==> config.mk <==
export PLATFORM = sky130hd
export DESIGN_NAME = mem_sweep_ctrl
export DESIGN_NICKNAME = d
export VERILOG_FILES = /design/src/rtl/mem_sweep_ctrl.sv
export SDC_FILE = /design/constraint.sdc
export NUM_CORES = 1
export LEC_CHECK = 0
export ABC_AREA = 1
export CAP_MARGIN = 20
export CORE_UTILIZATION = 50
export CTS_BUF_LIST = sky130_fd_sc_hd__clkbuf_16
export CTS_CLUSTER_DIAMETER = 200
export DETAILED_ROUTE_END_ITERATION = 6
export MAX_ROUTING_LAYER = met4
export PLACE_DENSITY = 0.74
export SLEW_MARGIN = 25
export SYNTH_ARGS = -nofsm -noshare
export SYNTH_HDL_FRONTEND = slang
export SYNTH_SLANG_ARGS = --single-unit
==> constraint.sdc <==
create_clock -name clk -period 3.4 [get_ports clk]
set_clock_uncertainty 0.1 [all_clocks]
set_input_delay 0.51 -clock clk [delete_from_list [all_inputs] [get_ports clk]]
set_output_delay 0.51 -clock clk [all_outputs]
set_load 0.05 [all_outputs]
==> src/rtl/mem_sweep_ctrl.sv <==
// mem_sweep_ctrl: sweeps a memory to fill it with seed+address patterns, or read it back with checksum and optional pattern verification
module mem_sweep_ctrl #(
  parameter int WID_MEM   = 15,
  parameter int DEPTH_MEM = 1024
) (
  input  logic               clk,
  input  logic               reset,
  input  logic               start,
  input  logic [1:0]         mode,
  input  logic [WID_MEM-1:0] seed,
  output logic [31:0]        raddr,
  output logic [31:0]        waddr,
  output logic [WID_MEM-1:0] din,
  input  logic [WID_MEM-1:0] mem_dout,
  output logic               busy,
  output logic               done,
  output logic [WID_MEM-1:0] checksum,
  output logic [15:0]        err_count,
  output logic [31:0]        first_err_addr,
  output logic               first_err_valid
);
  typedef enum logic [2:0] {IDLE, FILL, READ, DRAIN, DONE} state_e;
  localparam logic [31:0] LAST = 32'(DEPTH_MEM - 1);
  localparam logic [31:0] NO_WR = 32'(DEPTH_MEM);
  state_e             state_q, state_d;
  logic [31:0]        addr_q, addr_d;
  logic               vfy_q, v_q, fev_q;
  logic [WID_MEM-1:0] seed_q, chk_q;
  logic [31:0]        pa_q, fea_q;
  logic [15:0]        err_q;
  logic               last, sweeping;
  logic [WID_MEM-1:0] exp_rd;
  assign last     = addr_q == LAST;
  assign sweeping = state_q == FILL || state_q == READ;
  assign addr_d   = sweeping && !last ? addr_q + 32'd1 : '0;
  assign exp_rd   = seed_q + WID_MEM'(pa_q);
  always_ff @(posedge clk) begin
    if (reset) begin
      state_q <= IDLE;
      addr_q  <= '0;
    end else begin
      state_q <= state_d;
      addr_q  <= addr_d;
    end
  end
  always_comb begin
    state_d = IDLE;
    unique case (state_q)
      IDLE:    state_d = start ? (mode == 2'b01 ? FILL : READ) : IDLE;
      FILL:    state_d = last ? DONE : FILL;
      READ:    state_d = last ? DRAIN : READ;
      DRAIN:   state_d = DONE;
      default: state_d = IDLE;
    endcase
  end
  always_comb begin
    busy  = state_q != IDLE;
    done  = state_q == DONE;
    raddr = state_q == READ ? addr_q : '0;
    waddr = state_q == FILL ? addr_q : NO_WR;
    din   = state_q == FILL ? seed_q + WID_MEM'(addr_q) : '0;
  end
  // v_q/pa_q delay the read address by one cycle to line up with mem_dout
  always_ff @(posedge clk) begin
    if (reset) begin
      vfy_q  <= 1'b0;
      seed_q <= '0;
      v_q    <= 1'b0;
      pa_q   <= '0;
      chk_q  <= '0;
      err_q  <= '0;
      fea_q  <= '0;
      fev_q  <= 1'b0;
    end else begin
      v_q  <= state_q == READ;
      pa_q <= addr_q;
      if (state_q == IDLE && start) begin
        vfy_q  <= mode == 2'b10;
        seed_q <= seed;
        chk_q  <= '0;
        err_q  <= '0;
        fea_q  <= '0;
        fev_q  <= 1'b0;
      end else if (v_q) begin
        chk_q <= chk_q + mem_dout;
        if (vfy_q && mem_dout != exp_rd) begin
          err_q <= err_q == 16'hFFFF ? err_q : err_q + 16'd1;
          if (!fev_q) begin
            fea_q <= pa_q;
            fev_q <= 1'b1;
          end
        end
      end
    end
  end
  assign checksum        = chk_q;
  assign err_count       = err_q;
  assign first_err_addr  = fea_q;
  assign first_err_valid = fev_q;
endmodule

* Yosys cells after proc, flatten, opt, wreduce, memory -nomap -nowiden
Cells that the tools add are included.
** Word-level totals
- Bits in registers :: 148
- Bits of input ports :: 35
- Logic and storage cells :: 47
** Cells by class
- Add/subtract/negate cells :: 5
- Equal/unequal tests :: 9
- Multiplexer cells :: 8
- Bitwise logic cells :: 3
- Reduce and logical (&&, ||, !) cells :: 12
** Operator list (count)
- $mux W32 :: 2
- $add A15 B15 Y15 :: 3
- $add A32 B1 Y32 const B :: 1
- $eq A32 B10 Y1 const B :: 1
- $add A16 B1 Y16 const B :: 1
- $eq A16 B16 Y1 const B :: 1
- $mux W15 :: 1
- $ne A15 B15 Y1 :: 1
- $pmux W3 S4 :: 1
- $eq A3 B2 Y1 const B :: 2
- $reduce_and A3 Y1 :: 2
- $mux W2 :: 2
- $reduce_or A2 Y1 :: 2
- $eq A3 B1 Y1 const B :: 1
- $eq A3 B3 Y1 const B :: 1
- $logic_and A1 B1 Y1 :: 3
- $logic_not A3 Y1 :: 1
- $mux W3 :: 1
- $not A1 Y1 :: 3
- $reduce_bool A3 Y1 :: 1
- $eq A2 B1 Y1 const B :: 1
- $eq A2 B2 Y1 const B :: 1
- $reduce_and A2 Y1 :: 1
- $logic_not A1 Y1 :: 1
- other kinds (2) :: 2

* Longest topological paths before layout
- Depth in word-level cells :: 5
- Gate-level depth with buffers :: 18

* Worst setup path before layout
OpenSTA, ideal clock, no wires.
- Path type :: register to output
- Start :: register addr_q[2]
- End :: output din[11]
- Arrival time :: 2.395 ns
- Data required time :: 2.790 ns
- Setup slack :: 0.395 ns
- Stages on the path, launching flop included :: 12
- Buffers on the path :: 0
- Cell sequence :: dfxtp_1 -> ha_1 -> nand3_1 -> nand2_1 -> nand2_1 -> a21oi_1 -> a31oi_1 -> o21ai_0 -> a21boi_0 -> inv_1 -> nor2_1 -> nor2_1
** Between the ends
- Cells in the longest elaborated chain, start to end :: 2
** Ends and longest elaborated chain
- start, declared :: RTL line 26 : logic [31:0] addr_q, addr_d;
- start signal, assigned :: RTL line 43 : addr_q <= addr_d;
- $add A15 B15 Y15 :: RTL line 61 : din = state_q == FILL ? seed_q + WID_MEM'(addr_q) : '0;
- $mux W15 :: RTL line 61
- end, declared :: RTL line 13 : output logic [WID_MEM-1:0] din,
No other way between the ends.

* Final worst setup path
- Start :: register addr_q[0]
- End :: output din[4]
The elaborated chain is that of the path after synthesis.

==> reports/qor.log <==
INFO  detailed_routing drt-vias-per-instance=5.032
INFO  min_path       holdCritStartpoint=reset
INFO  setup_path     crit_path_end_kind=primary output
INFO  final_layout   final_net_count=1643
INFO  final_layout   final_layout_size_suffix_gt1_frac=0.07751
INFO  clock_network  numClockSinks=148
INFO  setup_path     cp-startpoint=addr_q[0]$_SDFF_PP0_
INFO  timing         final_hold_viol_count=0
INFO  floorplanning  core-area=17480um2
INFO  detailed_routing dr.first_iter.drc_count=650
INFO  logic_synthesis synth_edf_count=0
INFO  setup_path     worstReg2RegStart=seed_q[0]$_SDFFE_PP0P_
INFO  place          finalWeightedCongestion=0.9047
INFO  place          portBuffers=179
INFO  final_layout   multi_input_area=4856um2
INFO  power          power.total=0.004025W
INFO  min_path       hold_class=input pin to flop
INFO  grt            grt_util_all_layers=0.2742
INFO  logic_synthesis synthArstFlopShare=0
INFO  clock_network  cts_max_level=4
INFO  detailed_routing drc_errors=0
INFO  detailed_routing detail_route.wl_per_cell=13.43um
INFO  logic_synthesis synthTopCellsByArea=dfxtp_1 33%, nand2_1 13%, inv_1 11%, nor2_1 9.6%, ha_1 6.1%
INFO  clock_network  max-clock-path-buffers=2
INFO  detailed_routing final_antenna_violating_net_count=0
INFO  floorplanning  top_level_ports=180
INFO  logic_synthesis yosys.cell_count.top_type=nand2_1
INFO  final_layout   fillCellCount=1586
INFO  logic_synthesis ffs_latches_synth=148
INFO  timing         period_needed=3290ps
INFO  floorplanning  die_height=136.4um
INFO  timing         setup_ws=110.1ps
INFO  logic_synthesis synth_flop_cell=dfxtp_1
INFO  final_layout   final-instance-count-excl-fill=1799
INFO  power          switching_power=0.001142W
INFO  logic_synthesis ys.warnings.count=0
INFO  setup_path     cp_data_required_time=2790ps
INFO  grt            global_route_wire_length_before_repair=39.22mm
INFO  place          pre_cts_ws=386.7ps
INFO  power          power_report.internal_total=0.002883W
INFO  place          dpl.hpwl=17.71mm
INFO  logic_synthesis syn_avg_cell_area=6.474um2
INFO  detailed_routing drt-total-wl=24.17mm
INFO  place          place.detailed.instances=1767
INFO  setup_path     timing_worst_setup_path_type=flop to primary output
INFO  clock_network  worstSkewPairLatency=430ps
INFO  power          share_comb_of_total_power=0.126
INFO  power          vdd.ir_drop.worst=0.3345mV
INFO  timing         achievable-frequency=304.0MHz
INFO  outcome        run_status=finished clean
INFO  floorplanning  placement_rows=48
INFO  setup_path     crit_fanout=6
INFO  setup_path     worst-endpoint-arrival=2680ps
INFO  timing         slew_headroom=0.5445
INFO  grt            total_congestion_overflow_after_global_routing=0
INFO  power          power.sequential.fraction=0.446
INFO  final_layout   synthesis_to_layout_area_growth=27.01%
INFO  power          p_clk_frac=0.427
INFO  logic_synthesis syn-cell-area=9025um2
INFO  final_layout   layout.area.seq=2969um2
INFO  power          swShare=0.2838
INFO  timing         timing.setup.tns=0ps
INFO  logic_synthesis syn-instance-count=1394
INFO  logic_synthesis synth.largest_area_cell=dfxtp_1
INFO  timing         period_share=0.9676
INFO  timing         setup_violations=0
INFO  setup_path     critical_path.startpoint_type=flop
INFO  grt            grt_pass1_vias=8162
INFO  logic_synthesis synth_fp_nets=1476
INFO  timing         timing.hold.ws=302.0ps
INFO  timing         maxSlewViolCount=0
INFO  clock_network  clk_pin_slew_worst_paths=60ps
INFO  logic_synthesis number_of_different_library_cells_in_the_post_synthesis_netlist=44
INFO  detailed_routing routed-via-count=9052
INFO  final_layout   antennaDiodeCount=0
INFO  logic_synthesis post_synthesis_sequential_area_ratio=0.3283
INFO  logic_synthesis synth_top_cells_by_count=306 x nand2_1, 261 x inv_1, 232 x nor2_1
INFO  floorplanning  floorplan.die_area=18590um2
INFO  floorplanning  dieWidth=136.4um
INFO  timing         tightestPinTransition=682.5ps
INFO  power          power_density=351.1nW/um2
INFO  floorplanning  floorplan.initialDensity=0.5164
INFO  clock_network  cts_tree=built
INFO  power          static-leakage-power=5.052nW
INFO  grt            largest_net_degree_at_the_start_of_global_routing=61
INFO  clock_network  cts_root_buf=clkbuf_16
INFO  clock_network  cts_made_buffers=17
INFO  flow_run       maxCapViolCount=0
INFO  detailed_routing first_pass_iteration_count_of_the_detailed_router=5
INFO  timing         grt_setup_unrepaired=yes
INFO  grt            antenna_found_initial=0
INFO  logic_synthesis synth_largest_type_area_fraction=0.3283
## layer usage
metal  track usage  wire length, um
met2        0.4315            10930
met3       0.04101             1368
met1        0.3637            11510
met4       0.07593              356
met5             -                0
## power groups by stage
stage | clock [W] | combinational (W) | sequential, W
6_report | 0.00172 | 0.000508 | 0.00180
4_1_cts | 0.00175 | 0.000506 | 0.00179
3_3_place_gp | 0 | 0.000498 | 0.00183
3_5_place_dp | 0 | 0.000501 | 0.00183
5_1_grt | 0.00183 | 0.000561 | 0.00180
2_1_floorplan | 0 | 0.000316 | 0.00185
## area by class of cell
| cell class | count | area share |
|---|---|---|
| clock buffer | 17 | 0.03711 |
| clock inverter | 15 | 0.009169 |
| inverter | 264 | 0.08645 |
| multi-input combinational | 937 | 0.4236 |
| sequential | 148 | 0.2590 |
| tap | 225 | 0.02456 |
| timing repair buffer | 193 | 0.1600 |
## flip-flops by register name, indices dropped and copies added, names as in the netlist
register and flops:
state_q 3, addr_q 32, checksum 15, v_q 1, seed_q 15, pa_q 32, first_err_addr 32, first_err_valid 1
err_count 16, vfy_q 1
## kinds of logic (layout without fill, tap and decap cells)
group | count (synthesis) | in the layout | synth area share
xor+xnor | 43 | 43 | 0.04173
buf+inv | 309 | 489 | 0.1368
flops | 148 | 148 | 0.3283
fa+ha+maj | 47 | 47 | 0.06766
compound gates | 133 | 133 | 0.08152
simple gates | 714 | 714 | 0.3440
## cells in the final DEF, fill, tap and decap left out, drive strengths merged
cell	Yosys	final
nand2	310	310
inv	264	270
nor2	236	236
dfxtp	148	148
clkdlybuf4s50	0	135
a21oi	71	71
nand4	66	66
buf	18	58
nand3	55	55
ha	44	44
o21ai	37	37
xor2	28	28
nor3	28	28
clkbuf	27	17
xnor2	15	15
nor4	8	8
clkinv	0	8
o211ai	5	5
nand3b	4	4
or2	4	4
o21a	3	3
a21o	3	3
fa	3	3
a211oi	3	3
o221ai	2	2
nor3b	2	2
o31ai	2	2
a31oi	2	2
a31o	1	1
a21boi	1	1
and3	1	1
o21bai	1	1
o2bb2ai	1	1
a2111oi	1	1
clkinvlp	0	1
## path summary, 6_finish.rpt
kind              slack (ps)  cells past startpoint                        end
hold reg to reg          390                      2   checksum[0]$_SDFFE_PP0P_
setup reg to reg         420                     17  err_count[1]$_SDFFE_PP0P_
hold / removal           300                      4      state_q[0]$_SDFF_PP0_
setup / recovery         110                      6                     din[4]
## through the flow
| stage | util | cell area [um2] |
|---|---|---|
| CTS | 0.6541 | 11430 |
| finish | 0.6559 | 11460 |
| global route | 0.6559 | 11460 |
| global placement | 0.6237 | 10900 |
| detailed placement | 0.6237 | 10900 |
| floorplan | - | 9025 |
## worst max-delay path, cell delays in order (launching register included)
cell,delay (ps)
dfxtp_2,360
ha_1,280
fa_1,480
nand3_1,110
nand2_1,60
a21oi_1,150
clkdlybuf4s50_1,810
## repair_timing
item	in CTS	in global routing
buffers inserted	0	0
hold buffers	0	0
resized for setup	1	10
endpoints found under the setup margin	1	4
cloned	0	0
pin swaps	0	1
Power figures use the tool's default switching activity.
